$ cat src/rtl/vga_sincronismo.sv
// rtl/vga_sincronismo.sv - VGA 640x480@60 raster timing with pixel divider; frame counter under VGA_CONTADOR_QUADRO_EN
module vga_sincronismo #(
   parameter int H_VISIVEL = 640,
   parameter int H_FRENTE  = 16,
   parameter int H_SINC    = 96,
   parameter int H_TRAS    = 48,
   parameter int V_VISIVEL = 480,
   parameter int V_FRENTE  = 10,
   parameter int V_SINC    = 2,
   parameter int V_TRAS    = 33,
   parameter int CLK_DIV   = 2
) (
`ifdef VGA_CONTADOR_QUADRO_EN
   output logic [7:0] quadro,
`endif
   input  logic       clk,
   input  logic       rst_n,
   output logic       hsync,
   output logic       vsync,
   output logic       areaAtiva,
   output logic [9:0] linha,
   output logic [9:0] coluna,
   output logic       pixel_tick,
   output logic       fim_quadro
);

   localparam int H_TOTAL = H_VISIVEL + H_FRENTE + H_SINC + H_TRAS;
   localparam int V_TOTAL = V_VISIVEL + V_FRENTE + V_SINC + V_TRAS;
   localparam int DIV_W   = (CLK_DIV > 1) ? $clog2(CLK_DIV) : 1;

   localparam logic [DIV_W-1:0] DIV_ULT = DIV_W'(CLK_DIV - 1);
   localparam logic [9:0] COL_ULT = 10'(H_TOTAL - 1);
   localparam logic [9:0] LIN_ULT = 10'(V_TOTAL - 1);
   localparam logic [9:0] H_VIS   = 10'(H_VISIVEL);
   localparam logic [9:0] V_VIS   = 10'(V_VISIVEL);
   localparam logic [9:0] HS_INI  = 10'(H_VISIVEL + H_FRENTE);
   localparam logic [9:0] HS_FIM  = 10'(H_VISIVEL + H_FRENTE + H_SINC);
   localparam logic [9:0] VS_INI  = 10'(V_VISIVEL + V_FRENTE);
   localparam logic [9:0] VS_FIM  = 10'(V_VISIVEL + V_FRENTE + V_SINC);

   logic [DIV_W-1:0] r_div;
   logic [9:0]       r_coluna;
   logic [9:0]       r_linha;
   logic             r_hsync;
   logic             r_vsync;
   logic             r_area;

   logic             w_tick;
   logic             w_fim_linha;
   logic             w_fim_quadro;
   logic [9:0]       w_col_prox;
   logic [9:0]       w_lin_prox;

   // Gated by rst_n so the strobe is quiet for the whole reset cycle, even with CLK_DIV=1.
   assign w_tick       = rst_n & (r_div == DIV_ULT);
   assign w_fim_linha  = w_tick & (r_coluna == COL_ULT);
   assign w_fim_quadro = w_fim_linha & (r_linha == LIN_ULT);

   always_comb begin
      w_col_prox = r_coluna;
      w_lin_prox = r_linha;
      if (w_tick) begin
         if (r_coluna == COL_ULT) begin
            w_col_prox = 10'd0;
            w_lin_prox = (r_linha == LIN_ULT) ? 10'd0 : r_linha + 10'd1;
         end else begin
            w_col_prox = r_coluna + 10'd1;
         end
      end
   end

   always_ff @(posedge clk) begin
      if (!rst_n) begin
         r_div <= '0;
      end else if (r_div == DIV_ULT) begin
         r_div <= '0;
      end else begin
         r_div <= r_div + 1'b1;
      end
   end

   // Sync/active flags decode the next position so they land on the same edge as the coordinates.
   always_ff @(posedge clk) begin
      if (!rst_n) begin
         r_coluna <= 10'd0;
         r_linha  <= 10'd0;
         r_hsync  <= 1'b1;
         r_vsync  <= 1'b1;
         r_area   <= 1'b1;
      end else begin
         r_coluna <= w_col_prox;
         r_linha  <= w_lin_prox;
         r_area   <= (w_col_prox < H_VIS) && (w_lin_prox < V_VIS);
         r_hsync  <= !((w_col_prox >= HS_INI) && (w_col_prox < HS_FIM));
         r_vsync  <= !((w_lin_prox >= VS_INI) && (w_lin_prox < VS_FIM));
      end
   end

`ifdef VGA_CONTADOR_QUADRO_EN
   logic [7:0] r_quadro;

   always_ff @(posedge clk) begin
      if (!rst_n) begin
         r_quadro <= 8'd0;
      end else if (w_fim_quadro) begin
         r_quadro <= r_quadro + 8'd1;
      end
   end

   assign quadro = r_quadro;
`endif

   assign hsync      = r_hsync;
   assign vsync      = r_vsync;
   assign areaAtiva  = r_area;
   assign linha      = r_linha;
   assign coluna     = r_coluna;
   assign pixel_tick = w_tick;
   assign fim_quadro = w_fim_quadro;

endmodule
$ cat config.mk
export PLATFORM = sky130hd
export DESIGN_NAME = vga_sincronismo
export DESIGN_NICKNAME = d
export VERILOG_FILES = /design/src/rtl/vga_sincronismo.sv
export SDC_FILE = /design/constraint.sdc
export NUM_CORES = 1
export LEC_CHECK = 0
export CAP_MARGIN = 30
export CORE_AREA = 3 3 65 67
export DETAILED_ROUTE_END_ITERATION = 10
export DIE_AREA = 0 0 68 70
export DONT_BUFFER_PORTS = 1
export GPL_TIMING_DRIVEN = 0
export PLACE_DENSITY = 0.64
export SYNTH_ARGS = -nofsm -noshare
export SYNTH_HDL_FRONTEND = slang
export SYNTH_SLANG_ARGS = --single-unit
$ cat constraint.sdc
create_clock -name clk -period 3.95 [get_ports clk]
set_input_delay 0.5925 -clock clk [delete_from_list [all_inputs] [get_ports clk]]
set_output_delay 0.5925 -clock clk [all_outputs]
set_load 0.01 [all_outputs]
# --- Word level (Yosys, flattened, before mapping) ---
# Index checks and enable logic that the tools add are counted.
totals:
  register_bits: 24
  output_inout_bits: 25
op_classes:
  add_sub_neg: 3
  order_cmp: 6
  eq_ne: 2
  muxes: 5
  bitwise_logic: 4
  n_reduce_logical: 6
ops:
  columns: ["op", "count"]
  rows:
  - ["10-bit two-way mux", 5]
  - ["10-bit by 1-bit adder with 10-bit output (second input constant)", 2]
  - ["10-bit equality test (second input constant)", 2]
  - ["10-bit < comparator (second input constant)", 2]
  - ["10-bit by 9-bit < comparator with 1-bit output (second input constant)", 2]
  - ["10-bit >= comparator (second input constant)", 1]
  - ["10-bit by 9-bit >= comparator with 1-bit output (second input constant)", 1]
  - ["1-bit bitwise AND", 3]
  - ["1-bit logical AND", 3]
  - ["1-bit logical NOT", 2]
  - ["2-bit OR reduction", 1]
  - ["1-bit adder (second input constant)", 1]
  - ["1-bit NOT", 1]

# --- Depth between registers and ports, before layout ---
# Gate-level depths: netlist of the first run.
depth:
  depth_word: 7
  ltp_mapped: 7

# --- Worst setup path before layout of the first run ---
# No wires, ideal clock.
synth_path:
  path_type: "input port to output port"
  from: "input rst_n"
  to: "output fim_quadro"
  t_arrival_ps: 1788
  required_time_ps: 3357
  path_slack_ps: 1570
  cell_stages: 5
  n_path_buf: 2
  path_cell_list: "buf_2 nand2_1 nor4_1 clkbuf_8 and2_1"
synth_between:
  elab_chain_len: 3
synth_lines:
  columns: ["item", "line", "rtl"]
  rows:
  - ["start: declaration", "17", "input logic rst_n,"]
  - ["1-bit bitwise AND", "55", "assign w_tick = rst_n & (r_div == DIV_ULT);"]
  - ["1-bit bitwise AND", "56", "assign w_fim_linha = w_tick & (r_coluna == COL_ULT);"]
  - ["1-bit bitwise AND", "57", "assign w_fim_quadro = w_fim_linha & (r_linha == LIN_ULT);"]
  - ["end: declaration", "24", "output logic fim_quadro"]
# Every way passes these cells.

# --- Worst setup path in the final report of the first run ---
layout_path:
  from: "register r_coluna[0], in the netlist coluna[0]"
  to: "output fim_quadro"
layout_between:
  elab_chain_len: 3
layout_lines:
  columns: ["item", "line", "rtl"]
  rows:
  - ["start: declaration", "42", "logic [9:0] r_coluna;"]
  - ["start signal: assignment", "91", "r_coluna <= w_col_prox;"]
  - ["10-bit equality test", "56", null]
  - ["1-bit bitwise AND", "56", null]
  - ["1-bit bitwise AND", "57", null]
# Every way passes these cells.

==> flow_summary_export.csv, run 1 <==
group,metric,value,unit
status,status,"complete, no violations",
grt,grt_overflow,0,
yosys,synth_edf_count,0,
detailed_routing,drt_iter0_drc,49,
yosys,ys.flop_type,"dfxtp_1",
detailed_routing,routed_wl,3448,um
timing,max_slew_margin,51.39,%
timing,final_hold_viol_count,0,
yosys,synthArstFlopShare,0,%
detailed_routing,wire_per_inst,14.74,um
power_and_ir_drop,internal-power,0.3371,mW
timing,tightest_slew,0.7225,ns
hold_path,min_path_cells,2,
power_and_ir_drop,swShare,22.56,%
place,numPortBuffers,0,
clocking,clock_latency,0.27,ns
setup_path,critPathMaxFanout,10,
clocking,post_cts_buffers,0,
floorplan,ios,27,
clocking,htreeDepth,1,
power_and_ir_drop,power_frac_seq,56.8,%
setup_path,cp.required,3.36,ns
timing,setup_tns,0,ns
timing,fin_skew,0.003379,ns
grt,grt_usage,15.77,%
floorplan,die_width,68,um
floorplan,initial_core_util,40.33,%
setup_path,critical_path_buf_inv_count,1,
yosys,synth-seq-area-share,32.30,%
yosys,yosysWarnings,0,
yosys,avgSynthCellArea,8.174,um2
power_and_ir_drop,p_clk_share,40.0,%
finish,finish.utilization,43.45,%
setup_path,reg2regPathDepth,7,
yosys,synth_cell_types,53,
yosys,ys_ff_latch,24,
yosys,synthesis.nets,187,
finish,syn2layout_area_growth,7.738,%
setup_path,cp.arrival,2.43,ns
clocking,cts_num_sinks,24,
floorplan,core,3689,um2
setup_path,path_class,"flip-flop to output port",
floorplan,rows,22,
setup_path,crit_chain,"ha_1, nand4_2, nor4_1, clkbuf_8, and2_1",
power_and_ir_drop,combinationalPowerShare,3.2,%
yosys,netlist_area,1488,um2
finish,stdcell_count,234,
yosys,syn_inst,182,
finish,drive_gt1_share,13.44,%
timing,fmax,330.6,MHz
finish,layout_commonest_cell,"dfxtp_1",
timing,fin_ws,0.9248,ns
timing,fin_crit_sh,76.59,%
finish,antenna_cells,0,
detailed_routing,final_antenna_net_count,0,
setup_path,critPathTopFamily,"simple AND/OR/NAND/NOR gates",
place,gp_congestion,0.7922,
detailed_routing,viasPerCell,5.735,
power_and_ir_drop,power.leakage,0.5578,nW
finish,layout_common_cells,"24 x dfxtp_1, 16 x a21oi_1, 15 x nand2_1, 12 x nand3_1, 12 x nor2_1",
job,drv_cap,0,
grt,grt_pass1_vias,1210,
timing,setup_viol,0,
clocking,post_cts_resized,0,
detailed_routing,drt-pass1-iter-count,4,
floorplan,die_area,4760,um2
finish,final_nets,192,
power_and_ir_drop,power,0.4352,mW
clocking,root_buffer,"clkbuf_8",
clocking,clkTransAtPathRegs,0.09,ns
place,dpl_worst_slack,1.120,ns
grt,grt_pass1_wl,5954,um
power_and_ir_drop,ir_worst_vdd,0.0001126,V
setup_path,end_kind,"output port",
setup_path,cpPeakStageDelay,0.62,ns
detailed_routing,vias,1342,
setup_path,critPathSlowestCell,"nor4_1",
setup_path,start_kind,"flip-flop",
setup_path,worst-path-stages,5,
grt,antenna_found_initial,0,
clocking,holdBufCountCts,0,
floorplan,die-height,70,um
detailed_routing,drc,0,
place,dp.cells,230,
clocking,cts_tree,"done",
timing,grt_setup_unrepaired,"no",
clocking,clk_path_buf_depth,2,
grt,grt_max_degree,14,
place,hpwl,2525,um
timing,maxSlewViolCount,0,
clocking,numCtsBuffers,3,
timing,min_period,3.025,ns
power_and_ir_drop,power_density,271.5,nW/um2
hold_path,hold_class,"flip-flop to flip-flop",
power_and_ir_drop,switchingPower,0.09817,mW
## through the flow
step / hold slack (ns) / area, um2
floorplan: 0.5218 / 1488
global placement: 0.5566 / 1548
detailed placement: 0.5603 / 1548
CTS: 0.5736 / 1603
global route: 0.6051 / 1603
finish: 0.5722 / 1603
## layout make-up
type,count,area [um2]
clock buffer,4,55.05
inverter,8,30.03
multi-input combinational,139,909.6
buffer,11,67.56
fill,396,2086
sequential,24,480.5
tap,48,60.06
## power by group through the flow
stage,logic (mW),clock network (mW),registers (mW)
2_1_floorplan,0.0102,0,0.252
3_3_place_gp,0.0139,0,0.253
3_5_place_dp,0.0141,0,0.253
4_1_cts,0.0141,0.178,0.247
5_1_grt,0.0163,0.181,0.248
6_report,0.0140,0.174,0.247
## cells by family after synthesis
| group | synth area share, % |
|---|---|
| adders and majority gates | 2.523 |
| muxes | 0.6729 |
| xor gates and xnor gates | 2.355 |
| buffers and inverters | 6.559 |
| and+or+nand+nor | 35.24 |
| AOI/OAI and AO/OA | 20.35 |
| DFF | 32.30 |
## worst register-to-register path, delay by kind of cell, from the launching register on
kind / cells / cell delay, ns
compound gates: 2 / 0.32
fa+ha+maj: 1 / 0.29
buf+inv: 1 / 0.31
flops: 1 / 0.48
simple gates: 3 / 1.01
## flip-flops by register name, summed over array words and instances (netlist names)
signal     cells
vsync          1
r_div          1
hsync          1
coluna        10
linha         10
areaAtiva      1
## path summary, 6_finish.rpt
path | start | endpoint | slack, ns
setup / recovery | coluna[0] | fim_quadro | 0.92
hold / removal | linha[1] | linha[1] | 0.57
setup reg to reg | coluna[0] | vsync | 1.41
hold reg to reg | linha[1] | linha[1] | 0.57
## cell usage after synthesis (2+ instances only)
| library cell | count | share of area [%] |
|---|---|---|
| xnor2_1 | 2 | 1.2 |
| xor2_1 | 2 | 1.2 |
| o2111ai_1 | 3 | 1.8 |
| buf_4 | 2 | 1.0 |
| nand3b_1 | 2 | 1.0 |
| o311ai_0 | 2 | 1.2 |
| o22ai_1 | 2 | 0.84 |
| or2_2 | 2 | 0.84 |
| ha_1 | 3 | 2.5 |
| o21ai_0 | 9 | 3.0 |
| dfxtp_1 | 24 | 32 |
| or4_1 | 3 | 1.5 |
| nand2_1 | 15 | 3.8 |
| a21o_1 | 2 | 1.0 |
| a21oi_1 | 16 | 5.4 |
| nor3_1 | 6 | 2.0 |
| nor2_1 | 12 | 3.0 |
| nand3_1 | 12 | 4.0 |
| or4_4 | 3 | 2.3 |
| inv_1 | 7 | 1.8 |
| nand4_1 | 6 | 2.5 |
| or3_1 | 5 | 2.1 |
| nand2b_1 | 3 | 1.3 |
| nor4_1 | 2 | 0.84 |
| and2_1 | 4 | 1.7 |
| clkbuf_1 | 6 | 1.5 |
## per-layer routing
layer / global-route usage, % / routed length (um) / vias to the layer above
met5: 0 / 0 / -
met4: 4.636 / 40 / 0
met3: 2.894 / 158 / 4
met2: 22.16 / 1571 / 28
met1: 23.97 / 1677 / 626
li1: - / - / 684
No activity file was read; power rests on OpenSTA's default activity.
==> inputs of run 2 (changes only) <==
==> constraint.sdc (replaced) <==
create_clock -name clk -period 3 [get_ports clk]
set_input_delay 0.45 -clock clk [delete_from_list [all_inputs] [get_ports clk]]
set_output_delay 0.45 -clock clk [all_outputs]
set_load 0.01 [all_outputs]
==> run 2 against run 1 <==
Net effect: cell area rose by 0.39%; sequential cell count stayed put; sequential power grew 32%; clock power grew 31%; via count down 0.37%; clock skew about the same; core utilization grew 0.17 points; sequential share of layout area is 0.12 points lower; register-to-register slack worse by 0.96 ns; combinational power up 33%; critical endpoint unchanged.
==> flow_summary_export.csv, run 2 (same netlist as run 1, synthesis figures left out) <==
group,metric,value,unit
clocking,clk_path_buf_depth,2,
place,hpwl,2525,um
clocking,htreeDepth,1,
finish,antenna_cells,0,
power_and_ir_drop,power,0.5716,mW
setup_path,path_class,"flip-flop to output port",
setup_path,critPathTopFamily,"simple AND/OR/NAND/NOR gates",
timing,tightest_slew,0.7239,ns
setup_path,end_kind,"output port",
setup_path,worst-path-stages,5,
timing,max_slew_margin,51.37,%
grt,grt_max_degree,14,
detailed_routing,wire_per_inst,14.82,um
power_and_ir_drop,power.leakage,0.5578,nW
detailed_routing,drc,0,
clocking,clkTransAtPathRegs,0.09,ns
timing,fin_crit_sh,88.95,%
floorplan,initial_core_util,40.33,%
clocking,holdBufCountCts,0,
grt,grt_pass1_vias,1210,
clocking,clock_latency,0.27,ns
floorplan,rows,22,
timing,setup_tns,0,ns
detailed_routing,drt_iter0_drc,54,
finish,regArea,480.5,um2
clocking,root_buffer,"clkbuf_8",
grt,grt_overflow,0,
floorplan,core,3689,um2
setup_path,critPathMaxFanout,10,
setup_path,start_kind,"flip-flop",
floorplan,ios,27,
timing,fin_skew,0.002981,ns
setup_path,cpPeakStageDelay,0.48,ns
timing,final_hold_viol_count,0,
floorplan,die_area,4760,um2
floorplan,die_width,68,um
place,dp.cells,230,
finish,stdcell_count,234,
power_and_ir_drop,power_density,355.2,nW/um2
setup_path,reg2regPathDepth,6,
timing,min_period,2.669,ns
place,numPortBuffers,0,
grt,antenna_found_initial,0,
finish,final_nets,192,
power_and_ir_drop,ir_worst_vdd,0.0001479,V
finish,syn2layout_area_growth,8.158,%
timing,fmax,374.7,MHz
detailed_routing,final_antenna_net_count,0,
detailed_routing,viasPerCell,5.714,
clocking,numCtsBuffers,3,
hold_path,hold_class,"input pin to flip-flop",
setup_path,cp.arrival,2.22,ns
setup_path,critical_path_buf_inv_count,1,
detailed_routing,routed_wl,3468,um
clocking,cts_tree,"done",
setup_path,cp.required,2.55,ns
detailed_routing,drt-pass1-iter-count,4,
setup_path,critPathSlowestCell,"dfxtp_1",
finish,layout_common_cells,"24 x dfxtp_1, 16 x a21oi_1, 15 x nand2_1, 12 x nand3_1, 12 x nor2_1",
place,gp_congestion,0.7922,
setup_path,crit_chain,"ha_1, nand4_2, nor4_2, clkbuf_8, and2_1",
finish,n_fill_cell,395,
grt,grt_usage,15.77,%
finish,layout_commonest_cell,"dfxtp_1",
timing,setup_viol,0,
timing,whs,0.4669,ns
timing,grt_setup_unrepaired,"no",
detailed_routing,vias,1337,
hold_path,min_path_cells,2,
clocking,cts_num_sinks,24,
finish,multi_input_area,915.9,um2
grt,grt_pass1_wl,5954,um
job,drv_cap,0,
floorplan,die-height,70,um
status,status,"complete, no violations",
timing,maxSlewViolCount,0,
finish,drive_gt1_share,13.98,%
==> run 2: metal layers <==
layer	track usage, %	share of wire, %	vias to the layer above
li1	-	-	688
met1	23.97	50	626
met2	22.16	45	19
met3	2.894	3.9	4
met4	4.636	1.2	0
met5	0	0	-
==> run 2: where the power goes <==
| part | internal (mW) | switching, mW | total [mW] |
|---|---|---|---|
| sequential | 0.321 | 0.00426 | 0.325 |
| clock | 0.117 | 0.110 | 0.228 |
| combinational | 0.00522 | 0.0133 | 0.0186 |
==> run 2: layout make-up <==
cell class,count,share of cell area [%]
Buffer,11,4.199
Tap cell,48,3.733
Multi-Input combinational cell,139,56.92
Inverter,8,1.866
Sequential cell,24,29.86
Clock buffer,4,3.421
==> run 2: worst reg2reg max path, delay by kind of cell (launching register included) <==
family,cells,cell delay (ns)
adder cells (fa/ha/maj),1,0.28
AO/OA/AOI/OAI,1,0.23
flip-flops,1,0.48
AND/OR/NAND/NOR,4,1.43
==> run 2: final timing paths <==
| path | from | endpoint | slack [ns] |
|---|---|---|---|
| worst max-delay path | coluna[0] | fim_quadro | 0.33 |
| worst min-delay path | rst_n | areaAtiva | 0.47 |
| worst max register to register | coluna[0] | vsync | 0.45 |
| worst min register to register | linha[1] | linha[1] | 0.57 |
==> run 2: what timing repair did <==
action                                  in CTS  in global routing
endpoints found under the setup margin       0                  1
setup buffers                                0                  0
gates resized for setup                      0                  1
==> run 2: per-stage QoR <==
step / worst slack (ns) / util (%) / area (um2)
6_report: 0.3314 / 43.62 / 1609
5_1_grt: 0.1557 / 43.62 / 1609
4_1_cts: 0.09354 / 43.45 / 1603
3_5_place_dp: 0.3863 / 41.96 / 1548
3_3_place_gp: 0.4241 / 41.96 / 1548
2_1_floorplan: 0.7464 / - / 1488
==> inputs of run 3 (changes only) <==
--- a/config.mk
+++ b/config.mk
@@ -10,8 +10,10 @@
 export DETAILED_ROUTE_END_ITERATION = 10
 export DIE_AREA = 0 0 68 70
 export DONT_BUFFER_PORTS = 1
+export GPL_ROUTABILITY_DRIVEN = 0
 export GPL_TIMING_DRIVEN = 0
 export PLACE_DENSITY = 0.64
+export SLEW_MARGIN = 20
 export SYNTH_ARGS = -nofsm -noshare
 export SYNTH_HDL_FRONTEND = slang
 export SYNTH_SLANG_ARGS = --single-unit
==> constraint.sdc (replaced) <==
create_clock -name clk -period 3.17 [get_ports clk]
set_input_delay 0.4755 -clock clk [delete_from_list [all_inputs] [get_ports clk]]
set_output_delay 0.4755 -clock clk [all_outputs]
set_load 0.01 [all_outputs]
==> results of run 3 <==
Same layout as run 1 (identical final DEF). Status: complete, no violations.
Main changes from that run: setup slack after placement 1.120 ns -> 0.5308 ns; setup slack after layout 0.9248 ns -> 0.2618 ns; hold slack 0.5722 ns -> 0.4908 ns; register-to-register setup slack 1.41 ns -> 0.63 ns; end point of the worst hold path linha[1] -> areaAtiva; total power 0.4352 mW -> 0.5423 mW; worst IR drop on VDD 0.0001126 V -> 0.0001404 V
